===== config.mk =====
export PLATFORM = sky130hd
export DESIGN_NAME = mem_stall_controller
export DESIGN_NICKNAME = d
export VERILOG_FILES = /design/src/rtl/mem_stall_controller.sv
export SDC_FILE = /design/constraint.sdc
export NUM_CORES = 1
export LEC_CHECK = 0
export ABC_AREA = 1
export BUFFER_PORTS_ARGS = -buffer_cell sky130_fd_sc_hd__buf_2
export CORE_MARGIN = 2
export CORE_UTILIZATION = 39
export DETAILED_ROUTE_END_ITERATION = 7
export HOLD_SLACK_MARGIN = 0.05
export SLEW_MARGIN = 20
export SYNTH_ARGS = -nofsm -noshare
export SYNTH_HDL_FRONTEND = slang
export SYNTH_SLANG_ARGS = --single-unit

===== constraint.sdc =====
create_clock -name Clk -period 1.61 [get_ports Clk]
set_input_delay 0.322 -clock Clk [delete_from_list [all_inputs] [get_ports Clk]]
set_output_delay 0.322 -clock Clk [all_outputs]
set_load 0.05 [all_outputs]

===== src/rtl/mem_stall_controller.sv =====
// Pipeline sequencing controller for the five-stage MIPS datapath: memory-wait
// stall with timeout, load-use interlock and taken-branch flush.
module mem_stall_controller #(
  parameter int unsigned TIMEOUT     = 255,
  parameter int unsigned STALL_CNT_W = 16
) (
  input  logic                   Clk,
  input  logic                   Reset,
  input  logic                   EXMEM_MemRead,
  input  logic                   EXMEM_MemWrite,
  input  logic                   MemAck,
  output logic                   MemReq,
  input  logic                   IDEX_MemRead,
  input  logic [4:0]             IDEX_Rt,
  input  logic [4:0]             IFID_Rs,
  input  logic [4:0]             IFID_Rt,
  input  logic                   IFID_UsesRt,
  input  logic                   BranchTaken,
  output logic                   PCWriteEn,
  output logic                   IFIDWriteEn,
  output logic                   IFIDFlush,
  output logic                   IDEXWriteEn,
  output logic                   IDEXFlush,
  output logic                   EXMEMWriteEn,
  output logic                   MEMWBBubble,
  output logic                   MemError,
  output logic [STALL_CNT_W-1:0] StallCycles,
  output logic [1:0]             DebugState
);

  typedef enum logic [1:0] {
    IDLE  = 2'd0,
    WAIT  = 2'd1,
    ABORT = 2'd2
  } state_t;

  localparam logic [15:0] TIMEOUT_CNT = 16'(TIMEOUT);
  localparam logic [STALL_CNT_W-1:0] STALL_ONE = {{(STALL_CNT_W-1){1'b0}}, 1'b1};

  state_t      state, state_nxt;
  logic [15:0] cnt, cnt_nxt;
  logic        access;
  logic        load_use;
  logic        mem_stall;
  logic        mem_req_c;
  logic        abort_c;
  logic        set_error;

  assign access   = EXMEM_MemRead | EXMEM_MemWrite;
  assign load_use = IDEX_MemRead && (IDEX_Rt != 5'd0) &&
                    ((IDEX_Rt == IFID_Rs) || (IFID_UsesRt && (IDEX_Rt == IFID_Rt)));
  assign DebugState = state;

  always_ff @(posedge Clk or negedge Reset) begin
    if (!Reset) begin
      state       <= IDLE;
      cnt         <= 16'd0;
      MemError    <= 1'b0;
      StallCycles <= '0;
    end else begin
      state <= state_nxt;
      cnt   <= cnt_nxt;
      if (set_error) MemError <= 1'b1;
      if (!PCWriteEn && (StallCycles != '1)) StallCycles <= StallCycles + STALL_ONE;
    end
  end

  // Memory handshake FSM; cnt counts WAIT cycles already spent without an ack.
  always_comb begin
    state_nxt = state;
    cnt_nxt   = cnt;
    mem_req_c = 1'b0;
    mem_stall = 1'b0;
    abort_c   = 1'b0;
    set_error = 1'b0;
    case (state)
      IDLE: begin
        mem_req_c = access;
        if (access && !MemAck) begin
          mem_stall = 1'b1;
          state_nxt = WAIT;
          cnt_nxt   = 16'd1;
        end
      end
      WAIT: begin
        mem_req_c = 1'b1;
        if (MemAck) begin
          state_nxt = IDLE;
          cnt_nxt   = 16'd0;
        end else if (cnt == TIMEOUT_CNT) begin
          mem_stall = 1'b1;
          state_nxt = ABORT;
          set_error = 1'b1;
        end else begin
          mem_stall = 1'b1;
          cnt_nxt   = cnt + 16'd1;
        end
      end
      ABORT: begin
        abort_c   = 1'b1;
        state_nxt = IDLE;
        cnt_nxt   = 16'd0;
      end
      default: begin
        state_nxt = IDLE;
        cnt_nxt   = 16'd0;
      end
    endcase
  end

  // Pipeline controls; priority is memory stall, then load-use, then branch.
  // While Reset is low everything is frozen and MEM/WB is bubbled.
  always_comb begin
    MemReq       = 1'b0;
    PCWriteEn    = 1'b0;
    IFIDWriteEn  = 1'b0;
    IFIDFlush    = 1'b0;
    IDEXWriteEn  = 1'b0;
    IDEXFlush    = 1'b0;
    EXMEMWriteEn = 1'b0;
    MEMWBBubble  = 1'b1;
    if (Reset) begin
      MemReq = mem_req_c;
      if (!mem_stall) begin
        PCWriteEn    = 1'b1;
        IFIDWriteEn  = 1'b1;
        IDEXWriteEn  = 1'b1;
        EXMEMWriteEn = 1'b1;
        MEMWBBubble  = abort_c;
        if (load_use) begin
          PCWriteEn   = 1'b0;
          IFIDWriteEn = 1'b0;
          IDEXFlush   = 1'b1;
        end else if (BranchTaken) begin
          IFIDFlush = 1'b1;
        end
      end
    end
  end

endmodule


[Word level (Yosys, flattened, before mapping)]
Cells that the tools add are included.
Operators by class
  equality and inequality tests: 9
  add/subtract/negate cells: 2
  reductions and logical operators: 12
  muxes and demuxes: 31
  bitwise logic cells: 1
Operators by type and width (count)
  $mux 16: 3
  $add 16x1->16 const B: 2
  $pmux 16 s2: 1
  $mux 1: 21
  $eq 16x8->1 const B: 1
  $ne 16x16->1 const B: 1
  $eq 5x5->1: 2
  $mux 2: 3
  $ne 3x3->1 const B: 2
  $logic_and 1x1->1: 5
  $reduce_bool 5->1: 1
  $pmux 1 s2: 2
  $pmux 2 s2: 1
  $reduce_and 2->1: 2
  $eq 2x1->1 const B: 1
  $eq 2x2->1 const B: 1
  $logic_not 1->1: 2
  $logic_not 2->1: 1
  $ne 2x2->1 const B: 1
  $logic_or 1x1->1: 1
  $or 1x1->1: 1
Storage, ports and cells
  word-level logic and storage cells: 59
  register bits: 35
  output and inout port bits: 27
  bits of input ports: 23

[Depth between registers and ports, before layout]
Gate-level depths: netlist of the first run.
  depth after elaboration: 9
  mapped depth: 12
  depth with buffers taken out: 11

[Worst setup path before layout of the first run]
OpenSTA, ideal clock, no wires.
  path type: reg2out
  start: register state[1], in the netlist DebugState[1]
  end: output port IFIDFlush
  stages on the path, launching flop included: 8
  arrival time: 2.404 ns
  setup slack: -1.116 ns
  path through: dfrtp_1 > inv_1 > o21ai_1 > nor2_1 > nor2_4 > nand2_2 > buf_2 > nor2_1
On the way
  longest elaborated chain between the ends: 4
  elaborated cells on any way between the ends: 5
Ends and longest elaborated chain
  from (decl): line 40  | state_t state, state_nxt;
  from (signal assigned): line 61  | state <= state_nxt;
  $eq 2x1->1 or $logic_not 2->1 (tied branches): line 76  | case (state)
  $pmux 1 s2 *: line 76
  $mux 1 *: line 124  | if (!mem_stall) begin
  $mux 1 *: line 122  | if (Reset) begin
  to (decl): line 21  | output logic IFIDFlush,
Mark *: on every way between the ends. The rest lies on a longest branch, timed or not.

[Worst setup path in the final report of the first run]
  start: register state[0], in the netlist DebugState[0]
  end: output port IFIDFlush
The elaborated chain is that of the path after synthesis.

==> impl_metrics.tcl, run 1 <==
set metrics [dict create \
    violations "setup timing" \
    startpoint_type "register" \
    synth-seq-cells 35 \
    utilization 0.579 \
    fmax_ghz 0.575 \
    register_area_um2 890 \
    syn_area_um2 2520 \
    wire_per_inst_um 13.2 \
    worst_pin_slew_ns 0.464 \
    finalSetupTns_ns -1.33 \
    cp.required_ns 1.29 \
    die-area_um2 7130 \
    core_um2 6310 \
    clock_sinks 35 \
    cts-root-buf "clkbuf_8" \
    route.vias.total 2684 \
    crit_type "reg -> out" \
    chipWidth_um 84.4 \
    avgSynthCellArea_um2 6.95 \
    multi_input_area_um2 1710 \
    synth.net_count 388 \
    vdd_drop_max_mv 1.01 \
    synth_top_area_cell "dfrtp_1" \
    num_rows 29 \
    antenna_found_initial 0 \
    synth_area_leaders "dfrtp_1, nand2_1, nand3_1, inv_1, nor2_1" \
    holdWs_ns 0.0890 \
    gp_congestion 0.909 \
    async_flop_share 1.00 \
    fin_crit_sh 1.08 \
    tritoncts "yes" \
    grt_max_degree 36 \
    p_leak_nw 1.89 \
    hold_path_class "in -> async" \
    nets 484 \
    rsz0062_at_grt "true" \
    slew_headroom 0.691 \
    routed_wirelength_um 7070 \
    grt-ovfl-total 0 \
    post-route-min-period_ns 1.74 \
    synth_edf_count 0 \
    crit_arrival_ns 1.42 \
    drc 0 \
    ff2ff_setup_slack_ns -0.09 \
    grt_pass1_wl_um 11000 \
    yosysMostFrequentCell "nand2_1" \
    p_per_area_nw_per_um2 796 \
    status "complete, but fails checks" \
    first_global_vias 2455 \
    synth_cell_types 31 \
    h-tree-depth 2 \
    clk_latency_ns 0.29 \
    drive_above_1_share 0.420 \
    rr_startpoint "cnt[0]" \
    dp_hpwl_um 4770 \
    syn_to_final_growth_pct 45.0 \
    synth_commonest_cells "nand2_1, inv_1, nand3_1, nor2_1, dfrtp_1" \
    netlist_instances 363 \
    crit_path_end_kind "primary output" \
    start_util 0.400 \
    ys.flop_type "dfrtp_1" \
    dr.pass1.iters 4 \
    ys_warn_count 0 \
    finalSetupViolations 24 \
    port_buffers 49 \
    r2r_end "MemError" \
    viasPerCell 5.00 \
    maxSlewViolCount 0 \
    hold_violations 0 \
    place_ws_ns -0.153 \
    setup_ws_ns -0.130 \
    cts_buffers 5 \
    drt_iter0_drc 109 \
    n_antenna_cell 0 \
    fillers 617 \
    antenna_left 0 \
    seq_area_frac_synth 0.347 \
    track_usage 0.187 \
    clockBufferDepth 2 \
    reg2regPathDepth 9 \
    cts.clk_slew.worst_paths_ns 0.08 \
    io_pins 50 \
    path_max_fanout 3 \
    synth_top_area_frac 0.347 \
    die_h_um 84.4 \
    hold_buffers 0 \
    max_cap_viol_count 0 \
    fin_skew_ns 0.0118 \
]
[state kept, by name (all words and copies together) (netlist names)]
name,flops
StallCycles,16
MemError,1
cnt,16
DebugState,2
[power by group]
part	internal [mW]	leakage, nW	total, mW	switching (mW)
clock network	0.391	0.0515	0.711	0.320
registers	0.970	0.455	1.08	0.106
logic	0.407	1.38	1.13	0.719
[critical path, stage by stage, from the launching register on]
cell and delay, ns:
dfrtp_2 0.43, o21ai_4 0.16, nor2_4 0.07, nor2_4 0.12, nand2_4 0.09, nor2_4 0.11
buf_6 0.16
[worst max path at each step]
stage / start / endpoint / cells past startpoint
2_1_floorplan: DebugState[0] / PCWriteEn / 7
5_1_grt: DebugState[0] / IFIDFlush / 6
4_1_cts: DebugState[1] / IFIDWriteEn / 7
3_3_place_gp: EXMEM_MemWrite / IFIDFlush / 8
6_report: DebugState[0] / IFIDFlush / 6
3_5_place_dp: EXMEM_MemWrite / IFIDFlush / 8
[cell type report]
| cell class | count | area share |
|---|---|---|
| inverters | 44 | 0.0462 |
| clock buffers | 8 | 0.0274 |
| repair buffers | 96 | 0.189 |
| multi-input cells | 277 | 0.468 |
| flip-flops and latches | 35 | 0.243 |
| well taps | 77 | 0.0263 |
[routing by layer]
metal	part of all wire	routed length, um	vias to the layer above	GRT usage
li1	-	-	1360	-
met1	0.44	3140	1259	0.238
met2	0.51	3640	57	0.328
met3	0.033	234	8	0.0364
met4	0.0086	61	0	0.0418
met5	0	0	-	0
[stage by stage]
step                power, mW  cell area [um^2]  std cells
floorplan                1.75              2610        363
global placement         1.98              3150        518
detailed placement       1.99              3150        518
CTS                      2.74              3330        527
global route             3.07              3660        537
finish                   2.91              3660        537
[kinds of logic after synthesis]
logic type / synth area share
adder cells (fa/ha/maj): 0.00992
AND/OR/NAND/NOR: 0.426
AO/OA/AOI/OAI: 0.0620
flip-flops: 0.347
XOR/XNOR: 0.0556
buffers and inverters: 0.0992
[repair_timing]
item	4_1_cts	5_1_grt
setup buffers	1	7
setup endpoints to repair	23	40
gates cloned	0	3
resized for setup	27	56
pin swaps	7	21
[cell usage in the layout (no fill, tap or decap), types with 12 or more instances in the layout]
master and n:
nand2_2 17, nand3_1 28, buf_2 39, nand3_2 13, buf_4 43, nor2_1 33, inv_1 37, nand4_1 12
dfrtp_1 24, nand2_1 100
No activity file was read; power rests on OpenSTA's default activity.
==> run 2, diff against run 1 <==
Settings changed: ABC_AREA 1 to not set.
==> impl_metrics.tcl, run 2 <==
set metrics [dict create \
    status "complete, but fails checks" \
    violations "setup timing" \
    synth_cell_types 46 \
    instances_no_fill 387 \
    synth_area_leaders "dfrtp_1, xnor2_1, xor2_1, nor2_1, nand2_1" \
    async_flop_share 1.00 \
    io_pins 50 \
    chipWidth_um 74.7 \
    wire_per_inst_um 14.6 \
    hold_path_class "in -> async" \
    dp_hpwl_um 3770 \
    path_delay_family "flip-flops" \
    track_usage 0.214 \
    synth_commonest_cells "dfrtp_1, nor2_1, xnor2_1, nand2_1, xor2_1" \
    syn_to_final_growth_pct 82.0 \
    cts_buffers 5 \
    dr.pass1.iters 4 \
    synth-seq-cells 35 \
    cp_num_buf_inv 2 \
    seqPwrFrac 0.310 \
    viasPerCell 4.99 \
    crit_type "reg -> out" \
    route.met2.wl_um 2960 \
    maxSlewViolCount 0 \
    h-tree-depth 2 \
    holdWs_ns 0.100 \
    port_buffers 49 \
    vdd_drop_max_mv 1.42 \
    clockBufferDepth 2 \
    grt_max_degree 36 \
    combinationalPowerShare 0.461 \
    clock_sinks 35 \
    die-area_um2 5590 \
    p_sw_frac 0.388 \
    rr_startpoint "DebugState[0]" \
    die_h_um 74.7 \
    hold_violations 0 \
    p_per_area_nw_per_um2 1010 \
    grt_pass1_wl_um 8950 \
    start_util 0.408 \
    drc 0 \
    antenna_left 0 \
    synth_edf_count 0 \
    reg2regPathDepth 8 \
    max_cap_viol_count 0 \
    tritoncts "yes" \
    cp.required_ns 1.29 \
    synth_top_area_cell "dfrtp_1" \
    met1Wirelength_um 2440 \
    cpPeakStageDelay_ns 0.51 \
    cts.clk_slew.worst_paths_ns 0.08 \
    internal_power_mw 2.19 \
    grt-ovfl-total 0 \
    drive_above_1_share 0.644 \
    fmax_ghz 0.498 \
    nets 344 \
    p_sw_mw 1.39 \
    syn_area_um2 1950 \
    clk_latency_ns 0.29 \
    crit_path_end_kind "primary output" \
    route.vias.total 1930 \
    core_um2 4790 \
    seq_area_frac_synth 0.449 \
    n_antenna_cell 0 \
    gp_congestion 0.775 \
    worst_pin_slew_ns 0.462 \
    p_leak_nw 1.61 \
    r2r_end "StallCycles[11]" \
    path_max_fanout 4 \
    rsz0062_at_grt "true" \
    yosysMostFrequentCell "dfrtp_1" \
    final_cell_mix "buf_4, buf_2, dfrtp_1, xnor2_1" \
    finalSetupViolations 36 \
    pwr-share-clk 0.230 \
    wl_met3_um 179 \
    startpoint_type "register" \
    synth.net_count 221 \
    num_rows 25 \
    hold_buffers 0 \
    post-route-min-period_ns 2.01 \
    setup_ws_ns -0.399 \
    antenna_found_initial 0 \
    slew_headroom 0.692 \
    first_global_vias 1892 \
    dp_cells 364 \
    drt_iter0_drc 110 \
    ys.flop_type "dfrtp_1" \
    synth_top_area_frac 0.449 \
    cts-root-buf "clkbuf_8" \
    fin_skew_ns 0.0114 \
    final_common_cell "buf_4" \
    netlist_instances 196 \
    crit_arrival_ns 1.69 \
    routed_wirelength_um 5650 \
    crit_path_cell_trace "nor3_4 -> o31a_4 -> o21ai_2 -> inv_4 -> and2_4 -> buf_8" \
    ff2ff_setup_slack_ns -0.27 \
    crit_slowest_cell "dfrtp_4" \
    avgSynthCellArea_um2 9.96 \
    fin_crit_sh 1.25 \
    highest_layer "met4" \
    ys_warn_count 0 \
]
[run 2: area by class of cell]
cell class	instances	area [um^2]
Multi-Input combinational cell	150	1460
Fill cell	334	1230
Timing Repair Buffer	120	968
Sequential cell	35	897
Tap cell	67	83.8
Clock buffer	5	68.8
Clock inverter	3	46.3
Inverter	7	28.8
[run 2: how the worst max path moves through the flow]
stage	startpoint	endpoint	cells past startpoint
after CTS	IFID_Rt[2]	IFIDFlush	8
after detailed placement	IDEX_Rt[3]	StallCycles[14]	9
after global routing	IFID_Rt[2]	IFIDFlush	8
final	DebugState[0]	IFIDFlush	6
after floorplan	IDEX_Rt[1]	IFIDFlush	5
after global placement	IDEX_Rt[1]	IFIDFlush	7
[run 2: worst register-to-register path, delay by kind of cell (launching register included)]
kind | cells | cell delay (ns)
compound gates | 3 | 0.67
xor+xnor | 1 | 0.16
buf+inv | 2 | 0.32
flops | 1 | 0.45
simple gates | 2 | 0.17
[run 2: timing repair]
item	4_1_cts	5_1_grt
gates resized for setup	52	40
pin swaps	36	35
endpoints found under the setup margin	40	40
setup buffers	10	12
[run 2: per-layer routing]
layer | vias up | track usage
met1 | 939 | 0.264
met2 | 45 | 0.375
met4 | 0 | 0.0734
met5 | - | 0
li1 | 938 | -
met3 | 8 | 0.0402
[run 2: stage by stage]
step	setup TNS [ns]	power [mW]	utilization	worst slack, ns	instance area [um^2]
final	-6.13	3.57	0.742	-0.399	3550
after global routing	-8.72	3.75	0.742	-0.500	3550
after CTS	-5.94	3.49	0.697	-0.371	3330
after detailed placement	-10.06	2.49	0.609	-0.579	2910
after global placement	-9.88	2.47	0.609	-0.543	2910
after floorplan	-5.55	1.95	-	-0.366	2170
[run 2: logic make-up (layout without fill, tap and decap cells)]
| group | count (synthesis) | in the layout | share of synthesized area |
|---|---|---|---|
| buf+inv | 11 | 135 | 0.0288 |
| compound gates | 24 | 24 | 0.0981 |
| fa+ha+maj | 2 | 2 | 0.0128 |
| xor+xnor | 35 | 35 | 0.157 |
| simple gates | 88 | 88 | 0.249 |
| mux | 1 | 1 | 0.00577 |
| flops | 35 | 35 | 0.449 |
[run 2: power groups by stage]
| stage | registers [mW] | clock network, mW | logic (mW) |
|---|---|---|---|
| 2_1_floorplan | 1.52 | 0 | 0.430 |
| 3_3_place_gp | 1.10 | 0 | 1.37 |
| 3_5_place_dp | 1.10 | 0 | 1.39 |
| 4_1_cts | 1.10 | 0.834 | 1.55 |
| 5_1_grt | 1.12 | 0.876 | 1.75 |
| 6_report | 1.11 | 0.821 | 1.65 |
==> run 3, diff against run 2 <==
Settings changed: REMOVE_ABC_BUFFERS set to 1.
==> impl_metrics.tcl, run 3 (same netlist as run 2, synthesis figures left out) <==
set metrics [dict create \
    num_rows 25 \
    core_um2 4790 \
    port_buffers 49 \
    dp_hpwl_um 3500 \
    cts-root-buf "clkbuf_8" \
    max_cap_viol_count 0 \
    drive_above_1_share 0.619 \
    hold_path_class "in -> async" \
    cp.required_ns 1.29 \
    route.vias.total 2026 \
    grt-ovfl-total 0 \
    cts_buffers 5 \
    worst_pin_slew_ns 0.488 \
    n_antenna_cell 0 \
    cts.clk_slew.worst_paths_ns 0.08 \
    clock_sinks 35 \
    crit_type "in -> out" \
    post-route-min-period_ns 2.00 \
    place_ws_ns -0.497 \
    first_global_vias 2007 \
    gp_congestion 0.793 \
    die_h_um 74.7 \
    met2_usage 0.393 \
    cpPeakStageDelay_ns 0.54 \
    dp_cells 371 \
    grt_max_degree 23 \
    slew_headroom 0.674 \
    use_met1 0.243 \
    track_usage 0.218 \
    wire_per_inst_um 15.8 \
    antenna_left 0 \
    h-tree-depth 2 \
    nets 355 \
    finalSetupViolations 34 \
    crit_path_end_kind "primary output" \
    chipWidth_um 74.7 \
    fin_crit_sh 1.24 \
    finalSetupTns_ns -5.92 \
    final_cell_mix "buf_4, buf_2, dfrtp_1, buf_6" \
    finalInstanceArea_um2 3570 \
    die-area_um2 5590 \
    fin_skew_ns 0.0111 \
    setup_ws_ns -0.388 \
    vdd_drop_max_mv 0.906 \
    grt.busiest_layer "met2" \
    path_common_cell "buf_6" \
    drc 0 \
    drt_iter0_drc 114 \
    p_per_area_nw_per_um2 1010 \
    maxSlewViolCount 0 \
    final_common_cell "buf_4" \
    p_leak_nw 1.67 \
    crit_slowest_cell "or4_4" \
    start_util 0.408 \
    dr.pass1.iters 4 \
    violations "setup timing" \
    instances_no_fill 398 \
    tritoncts "yes" \
    antenna_found_initial 0 \
    rsz0062_at_grt "true" \
    use_met3 0.0669 \
    fmax_ghz 0.501 \
    dpl-instance-area_um2 2720 \
    viasPerCell 5.09 \
    routed_wirelength_um 6270 \
    path_max_fanout 4 \
    clk_latency_ns 0.30 \
    syn_to_final_growth_pct 82.8 \
    io_pins 50 \
    hold_violations 0 \
    startpoint_type "input port" \
    clockBufferDepth 2 \
    crit_arrival_ns 1.68 \
    grt_pass1_wl_um 9060 \
    crit_path_cell_trace "buf_6 -> or4_4 -> o21ai_2 -> buf_6 -> o21ai_4 -> inv_4 -> and2_4 -> buf_8" \
    status "complete, but fails checks" \
]
==> run 3: cell types whose count changed in the layout (fill, tap and decap cells not counted), sizes merged <==
cell,delta
clkinvlp,-1
clkbuf,+1
buf,+9
clkinv,+1
dlymetal6s4s,+1
==> run 3: worst paths after layout <==
kind	startpoint	endpoint	slack, ns	cells past startpoint
max reg2reg	DebugState[1]	StallCycles[11]	-0.25	7
min reg2reg	MemError	MemError	0.47	1
max in group asynchronous	Reset	cnt[13]	1.09	3
min in group Clk	MemError	MemError	0.47	1
max	IDEX_Rt[2]	IFIDFlush	-0.39	8
min	Reset	cnt[0]	0.27	4
==> run 3: area by class of cell <==
class	count	area, um^2
clock buffers	5	68.8
clock inverters	3	47.5
fillers	324	1220
inverters	7	28.8
multi-input cells	150	1420
flip-flops and latches	35	876
well taps	67	83.8
repair buffers	131	1040
==> run 3: worst max-delay path: cells and delay by family <==
kind | cells | cell delay (ns)
AOI/OAI and AO/OA | 2 | 0.21
and+or+nand+nor | 2 | 0.69
buffers and inverters | 4 | 0.46
==> run 3: what timing repair did <==
| item | in CTS | in global routing |
|---|---|---|
| setup endpoints to repair | 38 | 39 |
| resized for setup | 75 | 58 |
| pin swaps | 35 | 25 |
| buffers inserted | 10 | 11 |
| hold buffers | 1 | 0 |
| hold endpoints to repair | 24 | 0 |
==> run 3: layer usage <==
metal / up-vias / share of wire / wire, um
li1: 965 / - / -
met1: 1008 / 0.38 / 2380
met2: 44 / 0.56 / 3510
met3: 9 / 0.041 / 255
met4: 0 / 0.019 / 122
met5: - / 0 / 0
==> run 3: stage by stage <==
stage / util / total power [mW] / hold slack (ns)
floorplan: - / 1.84 / 0.0264
global placement: 0.569 / 2.35 / 0.313
detailed placement: 0.569 / 2.36 / 0.310
CTS: 0.683 / 3.40 / 0.456
global route: 0.746 / 3.76 / 0.258
finish: 0.746 / 3.60 / 0.270
==> run 3: power by group <==
group | switching [mW] | internal, mW | total, mW | leakage (nW)
registers | 0.0864 | 0.998 | 1.08 | 0.463
clock network | 0.370 | 0.469 | 0.839 | 0.0587
logic | 0.974 | 0.700 | 1.67 | 1.15
total | 1.43 | 2.17 | 3.60 | 1.67
